[config.mk]
export PLATFORM = sky130hd
export DESIGN_NAME = ft_result_arbiter_flat
export DESIGN_NICKNAME = d
export VERILOG_FILES = /design/src/rtl/ft_arb_pkg.sv /design/src/rtl/ft_result_arbiter_if.sv /design/src/rtl/ft_rail_decode.sv /design/src/rtl/ft_result_arbiter.sv /design/src/flat_wrapper.sv
export SDC_FILE = /design/constraint.sdc
export NUM_CORES = 1
export LEC_CHECK = 0
export ABC_AREA = 1
export BUFFER_PORTS_ARGS = -buffer_cell sky130_fd_sc_hd__buf_2
export CORE_UTILIZATION = 50
export CTS_BUF_LIST = sky130_fd_sc_hd__clkbuf_4
export DETAILED_ROUTE_END_ITERATION = 16
export MAX_ROUTING_LAYER = met4
export PLACE_DENSITY = 0.73
export SLEW_MARGIN = 20
export SYNTH_ARGS = -nofsm -noshare
export SYNTH_HDL_FRONTEND = slang
export SYNTH_SLANG_ARGS = --single-unit
export TNS_END_PERCENT = 30
[constraint.sdc]
create_clock -name CLK -period 1.8 [get_ports CLK]
set_input_delay 0 -clock CLK [delete_from_list [all_inputs] [get_ports CLK]]
set_output_delay 0 -clock CLK [all_outputs]
set_load 0.005 [all_outputs]
[src/rtl/ft_arb_pkg.sv]
// Shared encodings for the fault-tolerant result arbiter.
// Holds the status/state enums, the two-rail codes and a saturating increment helper.
package ft_arb_pkg;

  typedef enum logic [2:0] {
    StatOk       = 3'd0,
    StatDegraded = 3'd1,
    StatDisagree = 3'd2,
    StatInputErr = 3'd3,
    StatFail     = 3'd4
  } status_e;

  typedef enum logic [1:0] {
    StNormal = 2'd0,
    StXOnly  = 2'd1,
    StYOnly  = 2'd2,
    StFailed = 2'd3
  } state_e;

  localparam logic [1:0] TR_OK  = 2'b01;
  localparam logic [1:0] TR_MIS = 2'b10;
  localparam logic [1:0] TR_INP = 2'b11;
  localparam logic [1:0] TR_CHK = 2'b00;

  function automatic logic [3:0] sat_inc(input logic [3:0] v, input logic [3:0] lim);
    return (v >= lim) ? lim : v + 4'd1;
  endfunction

endpackage

[src/rtl/ft_result_arbiter_if.sv]
// Bundle of ALU-side inputs and registered result outputs for ft_result_arbiter.
// Optional R_PAR is present only when FT_ARB_PARITY_OUT_EN is defined.
interface ft_result_arbiter_if #(
  parameter int unsigned CNT_W = 4
) ();
  logic             IN_VALID;
  logic [2:0]       X_SUM;
  logic             XC;
  logic [1:0]       XE;
  logic [2:0]       Y_SUM;
  logic             YC;
  logic [1:0]       YE;
  logic             CLR_FAULT;
  logic             OUT_VALID;
  logic [2:0]       R_SUM;
  logic             RC;
  logic [2:0]       R_STATUS;
  logic [1:0]       STATE;
  logic [CNT_W-1:0] ERR_CNT;
  logic             ALARM;
`ifdef FT_ARB_PARITY_OUT_EN
  logic             R_PAR;
`endif

  modport master (
    output IN_VALID, X_SUM, XC, XE, Y_SUM, YC, YE, CLR_FAULT,
`ifdef FT_ARB_PARITY_OUT_EN
    input  R_PAR,
`endif
    input  OUT_VALID, R_SUM, RC, R_STATUS, STATE, ERR_CNT, ALARM
  );

  modport slave (
    input  IN_VALID, X_SUM, XC, XE, Y_SUM, YC, YE, CLR_FAULT,
`ifdef FT_ARB_PARITY_OUT_EN
    output R_PAR,
`endif
    output OUT_VALID, R_SUM, RC, R_STATUS, STATE, ERR_CNT, ALARM
  );
endinterface

[src/rtl/ft_rail_decode.sv]
// Combinational decode of one two-rail error pair into ok / bad / input-error flags.
module ft_rail_decode
  import ft_arb_pkg::*;
(
  input  logic [1:0] pair_i,
  output logic       is_ok_o,
  output logic       is_bad_o,
  output logic       is_inp_o
);
  always_comb begin
    is_ok_o  = (pair_i == TR_OK);
    is_inp_o = (pair_i == TR_INP);
    is_bad_o = (pair_i == TR_MIS) || (pair_i == TR_CHK);
  end
endmodule

[src/rtl/ft_result_arbiter.sv]
// Registered arbiter over the duplicated X/Y ALU result channels with per-channel quarantine.
// Define FT_ARB_PARITY_OUT_EN to add the R_PAR even-parity output.
module ft_result_arbiter
  import ft_arb_pkg::*;
#(
  parameter int unsigned FAIL_THRESH = 3,
  parameter int unsigned CNT_W       = 4
) (
  input logic                 CLK,
  input logic                 RST,
  ft_result_arbiter_if.slave  bus
);
  localparam logic [3:0] Thresh = 4'(FAIL_THRESH);
  localparam logic [CNT_W-1:0] ErrMax = {CNT_W{1'b1}};

  logic x_ok, x_bad, x_inp, y_ok, y_bad, y_inp;

  ft_rail_decode u_dec_x (.pair_i(bus.XE), .is_ok_o(x_ok), .is_bad_o(x_bad), .is_inp_o(x_inp));
  ft_rail_decode u_dec_y (.pair_i(bus.YE), .is_ok_o(y_ok), .is_bad_o(y_bad), .is_inp_o(y_inp));

  state_e           state_q, state_d;
  status_e          status_q, status_d;
  logic [3:0]       xcnt_q, xcnt_d, ycnt_q, ycnt_d;
  logic [CNT_W-1:0] err_q, err_d;
  logic [2:0]       sum_q, sum_d;
  logic             rc_q, rc_d;
  logic             ovld_q, ovld_d;
  logic             upd;  // result register takes new data this cycle

  always_comb begin
    state_d  = state_q;
    status_d = status_q;
    xcnt_d   = xcnt_q;
    ycnt_d   = ycnt_q;
    err_d    = err_q;
    sum_d    = sum_q;
    rc_d     = rc_q;
    ovld_d   = bus.IN_VALID;
    upd      = 1'b0;

    if (bus.CLR_FAULT) begin
      state_d = StNormal;
      xcnt_d  = '0;
      ycnt_d  = '0;
      err_d   = '0;
      ovld_d  = 1'b0;
    end else if (bus.IN_VALID) begin
      if (state_q == StFailed) begin
        status_d = StatFail;
      end else if (x_inp || y_inp) begin
        // A code 11 on either rail wins, even on a quarantined channel.
        status_d = StatInputErr;
      end else begin
        unique case (state_q)
          StNormal: begin
            if (x_ok && y_ok) begin
              if ({bus.X_SUM, bus.XC} == {bus.Y_SUM, bus.YC}) begin
                status_d = StatOk;
                upd      = 1'b1;
                xcnt_d   = '0;
                ycnt_d   = '0;
              end else begin
                status_d = StatDisagree;
              end
            end else if (x_ok) begin
              status_d = StatDegraded;
              upd      = 1'b1;
              xcnt_d   = '0;
              ycnt_d   = sat_inc(ycnt_q, Thresh);
            end else if (y_ok) begin
              status_d = StatDegraded;
              upd      = 1'b1;
              ycnt_d   = '0;
              xcnt_d   = sat_inc(xcnt_q, Thresh);
            end else begin
              status_d = StatFail;
              xcnt_d   = sat_inc(xcnt_q, Thresh);
              ycnt_d   = sat_inc(ycnt_q, Thresh);
            end
            if (xcnt_d == Thresh && ycnt_d == Thresh) state_d = StFailed;
            else if (xcnt_d == Thresh)                state_d = StYOnly;
            else if (ycnt_d == Thresh)                state_d = StXOnly;
          end
          StXOnly: begin
            if (x_ok) begin
              status_d = StatDegraded;
              upd      = 1'b1;
              xcnt_d   = '0;
            end else if (x_bad) begin
              status_d = StatFail;
              xcnt_d   = sat_inc(xcnt_q, Thresh);
              if (xcnt_d == Thresh) state_d = StFailed;
            end
          end
          StYOnly: begin
            if (y_ok) begin
              status_d = StatDegraded;
              upd      = 1'b1;
              ycnt_d   = '0;
            end else if (y_bad) begin
              status_d = StatFail;
              ycnt_d   = sat_inc(ycnt_q, Thresh);
              if (ycnt_d == Thresh) state_d = StFailed;
            end
          end
          default: status_d = StatFail;
        endcase
      end

      if (upd) begin
        // In NORMAL with X ok, X is the source; otherwise the surviving Y.
        if ((state_q == StYOnly) || (state_q == StNormal && !x_ok)) begin
          sum_d = bus.Y_SUM;
          rc_d  = bus.YC;
        end else begin
          sum_d = bus.X_SUM;
          rc_d  = bus.XC;
        end
      end

      if (status_d != StatOk && err_q != ErrMax) err_d = err_q + 1'b1;
    end
  end

  always_ff @(posedge CLK) begin
    if (RST) begin
      state_q  <= StNormal;
      status_q <= StatOk;
      xcnt_q   <= '0;
      ycnt_q   <= '0;
      err_q    <= '0;
      sum_q    <= '0;
      rc_q     <= 1'b0;
      ovld_q   <= 1'b0;
    end else begin
      state_q  <= state_d;
      status_q <= status_d;
      xcnt_q   <= xcnt_d;
      ycnt_q   <= ycnt_d;
      err_q    <= err_d;
      sum_q    <= sum_d;
      rc_q     <= rc_d;
      ovld_q   <= ovld_d;
    end
  end

`ifdef FT_ARB_PARITY_OUT_EN
  logic par_q, par_d;

  always_comb begin
    par_d = par_q;
    if (upd) par_d = ^{rc_d, sum_d};
  end

  always_ff @(posedge CLK) begin
    if (RST) par_q <= 1'b0;
    else     par_q <= par_d;
  end

  assign bus.R_PAR = par_q;
`endif

  assign bus.OUT_VALID = ovld_q;
  assign bus.R_SUM     = sum_q;
  assign bus.RC        = rc_q;
  assign bus.R_STATUS  = status_q;
  assign bus.STATE     = state_q;
  assign bus.ERR_CNT   = err_q;
  assign bus.ALARM     = (state_q != StNormal);

endmodule

[src/flat_wrapper.sv]
// flat-port wrapper written by rule: the top's interface ports become plain ports
module ft_result_arbiter_flat import ft_arb_pkg::*;
#(
  parameter int unsigned FAIL_THRESH = 3,
  parameter int unsigned CNT_W       = 4
)
  (CLK, RST, bus_IN_VALID, bus_X_SUM, bus_XC, bus_XE, bus_Y_SUM, bus_YC, bus_YE, bus_CLR_FAULT, bus_OUT_VALID, bus_R_SUM, bus_RC, bus_R_STATUS, bus_STATE, bus_ERR_CNT, bus_ALARM);
  ft_result_arbiter_if #(.CNT_W(CNT_W)) bus_i ();
  input logic CLK;
  input logic RST;
  input wire logic [$bits(bus_i.IN_VALID)-1:0] bus_IN_VALID;
  input wire logic [$bits(bus_i.X_SUM)-1:0] bus_X_SUM;
  input wire logic [$bits(bus_i.XC)-1:0] bus_XC;
  input wire logic [$bits(bus_i.XE)-1:0] bus_XE;
  input wire logic [$bits(bus_i.Y_SUM)-1:0] bus_Y_SUM;
  input wire logic [$bits(bus_i.YC)-1:0] bus_YC;
  input wire logic [$bits(bus_i.YE)-1:0] bus_YE;
  input wire logic [$bits(bus_i.CLR_FAULT)-1:0] bus_CLR_FAULT;
  output wire logic [$bits(bus_i.OUT_VALID)-1:0] bus_OUT_VALID;
  output wire logic [$bits(bus_i.R_SUM)-1:0] bus_R_SUM;
  output wire logic [$bits(bus_i.RC)-1:0] bus_RC;
  output wire logic [$bits(bus_i.R_STATUS)-1:0] bus_R_STATUS;
  output wire logic [$bits(bus_i.STATE)-1:0] bus_STATE;
  output wire logic [$bits(bus_i.ERR_CNT)-1:0] bus_ERR_CNT;
  output wire logic [$bits(bus_i.ALARM)-1:0] bus_ALARM;
  assign bus_i.IN_VALID = bus_IN_VALID;
  assign bus_i.X_SUM = bus_X_SUM;
  assign bus_i.XC = bus_XC;
  assign bus_i.XE = bus_XE;
  assign bus_i.Y_SUM = bus_Y_SUM;
  assign bus_i.YC = bus_YC;
  assign bus_i.YE = bus_YE;
  assign bus_i.CLR_FAULT = bus_CLR_FAULT;
  assign bus_OUT_VALID = bus_i.OUT_VALID;
  assign bus_R_SUM = bus_i.R_SUM;
  assign bus_RC = bus_i.RC;
  assign bus_R_STATUS = bus_i.R_STATUS;
  assign bus_STATE = bus_i.STATE;
  assign bus_ERR_CNT = bus_i.ERR_CNT;
  assign bus_ALARM = bus_i.ALARM;
  ft_result_arbiter #(.FAIL_THRESH(FAIL_THRESH), .CNT_W(CNT_W)) u_core (.CLK(CLK), .RST(RST), .bus(bus_i));
endmodule
==> out/metrics.yaml, run 1 <==
routing:
  post_drt_wl_per_cell_um: 10.8
  drc: 0
  post_drt_via_cell_ratio: 4.86
  drt_wl_total_um: 3450
  antenna_left: 0
  vias: 1547
  dr.pass1.iters: 5
  first_iter_violations: 57
clock_tree:
  numCtsBuffers: 3
  insertion_delay_ns: 0.33
  clockBufferDepth: 2
  root_buffer: "clkbuf_4"
  cts_sinks: 22
  cts_tree: "yes"
  cts_max_level: 1
  path_clk_slew_ns: 0.13
place:
  portBuffers: 30
  placed_area_um2: 1810
  routabilityCongestion: 0.886
  dp_cells: 312
  dp_hpwl_um: 2690
floorplanning:
  die_height_um: 58.4
  die_w_um: 58.4
  core_area_um2: 3030
  num_rows: 20
  start_util: 0.524
  die_area_um2: 3400
  io_pins: 31
worst_setup_path:
  worstPathRequired_ns: 2.03
  cp_top_family: "simple AND/OR/NAND/NOR gates"
  worstPathMaxFanout: 8
  timing.rr.end: "u_core.bus.ERR_CNT[1]$_SDFFE_PP0P_"
  cp.arrival_ns: 1.90
  cpMaxStageDelayCell: "dfxtp_2"
  worst-setup-path-type: "flop to flop"
  crit_path_start_kind: "flop"
  cpPeakStageDelay_ns: 0.38
  rr_worst_depth: 12
  end_kind: "flop"
  crit_chain: "inv_1 > ha_1 > nand2_1 > inv_1 > o21ai_0 > nand3_1 > nor2_4 > nand2_4 > nand2_4 > inv_2 > nor2_1 > nor2_1"
  r2r_slack_ns: 0.13
  path_buf_inv: 3
  r2r-start: "u_core.bus.STATE[1]$_SDFFE_PP0P_"
sta:
  rsz0062_at_grt: "yes"
  min_period_over_period: 0.926
  maxSlewViolCount: 0
  finalHoldViolations: 0
  fin_skew_ns: 0.00761
  worstMarginPinSlew_ns: 0.347
  final-setup-viol-count: 0
  fmax_mhz: 600
  period_minus_slack_ns: 1.67
  hold-worst-slack_ns: 0.0293
  slew_headroom: 0.766
synth:
  synth_top_cell_area_share: 0.277
  yosysWarnings: 0
  ys_types: 33
  synthTopCellsByArea: "dfxtp_1 28%, nand2_1 14%, inv_1 7.6%, ha_1 7.1%, nand3_1 6.0%"
  syn_inst: 237
  synth_fp_nets: 262
  synthesis.area_um2: 1590
  syn_avg_cell_area_um2: 6.70
  yosysSeqAreaShare: 0.277
  synth-seq-cells: 22
  synth_top_area_cell: "dfxtp_1"
finish:
  syn_to_final_growth_pct: 18.9
  n_antenna_cell: 0
  num-nets-final: 300
  fill_cells: 285
  final_cells: 318
  final_area_um2: 1890
  drive_gt1_frac: 0.252
global_route:
  antenna_found_initial: 0
  grt_pass1_vias: 1355
  grt_max_degree: 14
  grt_use_total: 0.223
  grt_first_pass_wirelength_um: 5800
  grt_overflow_total: 0
power:
  ir_drop_uv: 446
  power_density_nw_per_um2: 619
  p_leak_uw: 0.000944
worst_hold_path:
  holdPathStages: 3
  hold_path_class: "input port to flop"
  hold_path_end: "u_core.bus.OUT_VALID$_SDFF_PP0_"
  min-delay-start: "bus_IN_VALID"
job:
  cap_violations: 0
run_status:
  run_status: "finished clean"
-- metal layers --
layer  vias up  wire length [um]  track usage
met1       677              1660        0.287
met3         6               154       0.0418
met2        25              1580        0.363
met5         -                 0            -
met4         0                47       0.0544
li1        839                 -            -
-- placed cells by master (no fill, tap or decap), types with 5 or more instances in the layout --
cell	n
a21oi_1	12
buf_2	30
dfxtp_1	20
ha_1	9
inv_1	32
inv_2	6
nand2_1	59
nand3_1	19
nand3b_1	5
nor2_1	21
o21ai_0	12
-- per-stage QoR --
stage | utilization | worst slack [ns] | setup TNS, ns | total power (uW)
after detailed placement | 0.598 | 0.0621 | 0 | 781
final | 0.624 | 0.133 | 0 | 1170
after global routing | 0.624 | -0.00933 | -0.0143 | 1230
after global placement | 0.598 | 0.129 | 0 | 780
after floorplan | - | 0.171 | 0 | 707
after CTS | 0.622 | 0.0582 | 0 | 1180
-- registers in the layout, summed over array words and instances, names as in the netlist --
| name | flops |
|---|---|
| u_core.bus.ERR_CNT | 4 |
| u_core.bus.R_STATUS | 3 |
| u_core.bus.R_SUM | 3 |
| u_core.ycnt_q | 4 |
| u_core.bus.OUT_VALID | 1 |
| u_core.bus.STATE | 2 |
| u_core.xcnt_q | 4 |
| u_core.bus.RC | 1 |
-- worst max path at each step --
stage,startpoint,endpoint,slack [ns],cells past startpoint
floorplan,u_core.bus.STATE[0]$_SDFFE_PP0P_,u_core.bus.ERR_CNT[1]$_SDFFE_PP0P_,0.17,12
global placement,u_core.bus.STATE[0]$_SDFFE_PP0P_,u_core.bus.ERR_CNT[1]$_SDFFE_PP0P_,0.13,12
detailed placement,u_core.bus.STATE[0]$_SDFFE_PP0P_,u_core.bus.ERR_CNT[1]$_SDFFE_PP0P_,0.06,12
CTS,u_core.bus.STATE[0]$_SDFFE_PP0P_,u_core.bus.ERR_CNT[1]$_SDFFE_PP0P_,0.06,12
global route,u_core.xcnt_q[0]$_SDFFE_PP0P_,u_core.bus.STATE[0]$_SDFFE_PP0P_,-0.009,10
finish,u_core.bus.STATE[1]$_SDFFE_PP0P_,u_core.bus.ERR_CNT[1]$_SDFFE_PP0P_,0.13,12
-- timing repair --
| item | 4_1_cts | 5_1_grt |
|---|---|---|
| hold buffers | 2 | 0 |
| setup buffers | 0 | 0 |
| hold endpoints to repair | 7 | 0 |
| resized for setup | 0 | 3 |
| endpoints found under the setup margin | 0 | 11 |
-- cell type report --
type	instances	area (um^2)	share of cell area
Timing Repair Buffer	36	200	0.106
Clock inverter	1	30.0	0.0159
Sequential cell	22	443	0.235
Tap cell	44	55.1	0.0292
Inverter	38	143	0.0755
Multi-Input combinational cell	174	995	0.527
Clock buffer	3	22.5	0.0119
-- synthesized netlist by cell type, drive strengths merged --
cell     n
nand3   22
nor2    27
o21ai   17
o221ai   1
a31oi    4
ha       9
xor2     1
nand2   65
nor4     1
clkbuf   2
a211oi   1
dfxtp   22
or2      1
buf      1
o22ai    1
nor3     2
a22oi    1
o211ai   1
inv     38
xnor2    1
a21oi   14
nand3b   5
-- where the power goes --
group          total (uW)  internal, uW  leakage, uW  switching [uW]
Sequential            514           502     0.000180            12.5
Clock                 394           225    0.0000279             169
Combinational         260           101     0.000736             159
-- tightest hold or removal path: cells and delay by family --
kind | cells | cell delay [ns]
buffers and inverters | 2 | 0.22
AND/OR/NAND/NOR | 1 | 0.10
-- logic make-up (layout without fill, tap and decap cells) --
family / count (synthesis) / after routing / share of synthesized area
AND/OR/NAND/NOR: 123 / 123 / 0.383
buffers and inverters: 41 / 78 / 0.0977
AO/OA/AOI/OAI: 40 / 40 / 0.160
flip-flops: 22 / 22 / 0.277
adder cells (fa/ha/maj): 9 / 9 / 0.0709
XOR/XNOR: 2 / 2 / 0.0110
Note: power is estimated with default switching activity, not from simulation.
==> run 2: changes to the inputs <==
--- a/config.mk
+++ b/config.mk
@@ -5,13 +5,12 @@
 export SDC_FILE = /design/constraint.sdc
 export NUM_CORES = 1
 export LEC_CHECK = 0
-export ABC_AREA = 1
 export BUFFER_PORTS_ARGS = -buffer_cell sky130_fd_sc_hd__buf_2
-export CORE_UTILIZATION = 50
+export CORE_UTILIZATION = 40
 export CTS_BUF_LIST = sky130_fd_sc_hd__clkbuf_4
 export DETAILED_ROUTE_END_ITERATION = 16
 export MAX_ROUTING_LAYER = met4
-export PLACE_DENSITY = 0.73
+export PLACE_DENSITY = 0.61
 export SLEW_MARGIN = 20
 export SYNTH_ARGS = -nofsm -noshare
 export SYNTH_HDL_FRONTEND = slang
==> out/metrics.yaml, run 2 <==
place:
  dp_hpwl_um: 3120
  routabilityCongestion: 0.855
  portBuffers: 30
  dp_cells: 267
finish:
  final_common_cell: "buf_2"
  fill_cells: 348
  layout_common_cells: "30 x buf_2, 21 x buf_4, 19 x dfxtp_1, 16 x nand2_1, 13 x inv_1"
  syn_to_final_growth_pct: 31.6
  final_cells: 273
  n_antenna_cell: 0
  drive_gt1_frac: 0.339
  num-nets-final: 253
synth:
  synth_most_common_cell: "dfxtp_1"
  syn_avg_cell_area_um2: 8.36
  yosysWarnings: 0
  synthesis.area_um2: 1480
  synth_common_cells: "22 x dfxtp_1, 16 x nand2_1, 13 x inv_1, 11 x nor2_1, 10 x o21ai_0"
  synth_top_area_cell: "dfxtp_1"
  ys_types: 49
  synthTopCellsByArea: "dfxtp_1 30%, ha_1 7.6%, mux2i_1 4.1%, nand2_1 4.1%, a211oi_1 3.6%"
  ys.flop_type: "dfxtp_1"
  syn_inst: 177
  synth_fp_nets: 202
  synth_top_cell_area_share: 0.298
  async_reset_ff_frac: 0
  synth_edf_count: 0
  yosysSeqAreaShare: 0.298
  synth-seq-cells: 22
job:
  cap_violations: 0
routing:
  vias: 1533
  first_iter_violations: 91
  dr.pass1.iters: 4
  post_drt_via_cell_ratio: 5.62
  drc: 0
  antenna_left: 0
  post_drt_wl_per_cell_um: 14.8
  drt_wl_total_um: 4050
sta:
  slew_headroom: 0.349
  fin_skew_ns: 0.00159
  rsz0062_at_grt: "yes"
  fmax_mhz: 583
  worstMarginPinSlew_ns: 0.964
  min_period_over_period: 0.953
  tns_ns: 0
  maxSlewViolCount: 0
  period_minus_slack_ns: 1.71
  finalHoldViolations: 0
  hold-worst-slack_ns: 0.0388
  final-setup-viol-count: 0
power:
  power_density_nw_per_um2: 515
  p_leak_uw: 0.000857
  internal_power_uw: 701
  total_power_uw: 1000
  power.share.clock: 0.236
  p_comb_frac: 0.256
  switching_power_uw: 301
  ir_drop_uv: 288
  swShare: 0.301
  power.share.sequential: 0.508
clock_tree:
  cts_tree: "yes"
  cts_sinks: 22
  insertion_delay_ns: 0.31
  clockBufferDepth: 2
  numCtsBuffers: 3
  path_clk_slew_ns: 0.12
  cts_max_level: 1
  root_buffer: "clkbuf_4"
global_route:
  grt_first_pass_wirelength_um: 6500
  grt_pass1_vias: 1472
  grt_max_degree: 13
  grt_overflow_total: 0
  grt_use_total: 0.213
  antenna_found_initial: 0
worst_setup_path:
  cpPeakStageDelay_ns: 0.39
  worst-setup-path-type: "flop to flop"
  crit_chain: "inv_1 > ha_1 > o21ai_0 > and3_1 > a41oi_4 > nand4_1 > mux2i_1"
  cp.arrival_ns: 1.97
  cpMaxStageDelayCell: "dfxtp_2"
  worstPathMaxFanout: 4
  path_buf_inv: 1
  end_kind: "flop"
  cp_top_family: "simple AND/OR/NAND/NOR gates"
  crit_path_start_kind: "flop"
  worstPathRequired_ns: 2.05
floorplanning:
  num_rows: 21
  io_pins: 31
  die_w_um: 62.8
  start_util: 0.430
  die_area_um2: 3950
  core_area_um2: 3440
  die_height_um: 62.8
run_status:
  run_status: "finished clean"
worst_hold_path:
  hold_path_class: "input port to flop"
==> run 2: cell types whose count changed in the layout (fill, tap and decap cells not counted), sizes merged, moves of 5 or more <==
cell / delta
buf: +17
a211oi: +6
a21oi: -8
inv: -25
nand3: -17
nand2: -49
o21ai: -7
nand2b: +6
mux2i: +6
and3: +5
nor2: -16
nand3b: -5
==> run 2: cell families (layout without fill, tap and decap cells) <==
family,count (synthesis),after routing,synth area share
compound gates,54,54,0.287
xor+xnor,5,5,0.0296
fa+ha+maj,9,9,0.0761
buf+inv,19,69,0.0533
flops,22,22,0.298
mux,6,6,0.0406
simple gates,62,62,0.216
==> run 2: worst reg2reg max path, stage by stage (launching register included) <==
cell and delay [ns]:
dfxtp_2 0.39, inv_1 0.07, ha_1 0.24, o21ai_0 0.22
and3_1 0.26, a41oi_4 0.15, nand4_1 0.15, mux2i_1 0.18
==> run 2: area by class of cell <==
cell class / count / area, um^2 / area share
Inverter: 13 / 48.8 / 0.0250
Tap cell: 46 / 57.6 / 0.0295
Clock inverter: 1 / 3.75 / 0.00193
Multi-Input combinational cell: 136 / 1050 / 0.539
Timing Repair Buffer: 52 / 318 / 0.163
Clock buffer: 3 / 22.5 / 0.0116
Sequential cell: 22 / 447 / 0.229
==> run 2: stage by stage <==
| stage | cell area (um^2) | util | worst slack, ns |
|---|---|---|---|
| 6_report | 1950 | 0.566 | 0.0853 |
| 2_1_floorplan | 1490 | - | 0.0178 |
| 4_1_cts | 1870 | 0.543 | 0.00210 |
| 3_5_place_dp | 1820 | 0.528 | -0.0425 |
| 3_3_place_gp | 1820 | 0.528 | 0.0215 |
| 5_1_grt | 1950 | 0.566 | -0.0437 |
==> run 2: metal layers <==
metal  vias to the layer above  global-route usage  part of all wire
met5                         -                   -                 0
met4                         0              0.0523            0.0052
met3                         2              0.0274             0.037
met2                        35               0.379              0.50
met1                       730               0.250              0.46
li1                        766                   -                 -
==> run 2: worst paths after layout <==
path                                             from                                   to  slack (ns)  depth (start not counted)
setup / recovery     u_core.bus.STATE[1]$_SDFFE_PP0P_   u_core.bus.ERR_CNT[3]$_SDFFE_PP0P_        0.09                          7
hold / removal                           bus_Y_SUM[0]     u_core.bus.R_SUM[0]$_SDFFE_PP0P_        0.04                          3
setup reg to reg     u_core.bus.STATE[1]$_SDFFE_PP0P_   u_core.bus.ERR_CNT[3]$_SDFFE_PP0P_        0.09                          7
hold reg to reg   u_core.bus.R_STATUS[1]$_SDFFE_PP0P_  u_core.bus.R_STATUS[1]$_SDFFE_PP0P_        0.48                          2
==> run 2: what timing repair did <==
action | 4_1_cts | 5_1_grt
resized for setup | 3 | 14
pin swaps | 1 | 7
hold buffers | 1 | 0
hold endpoints to repair | 7 | 0
setup buffers | 0 | 1
setup endpoints to repair | 2 | 8
==> run 2: power groups by stage <==
stage          clock network [uW]  registers, uW  logic, uW
2_1_floorplan                   0            523        140
4_1_cts                       245            511        241
5_1_grt                       266            512        281
6_report                      236            510        257
3_3_place_gp                    0            521        229
3_5_place_dp                    0            522        236
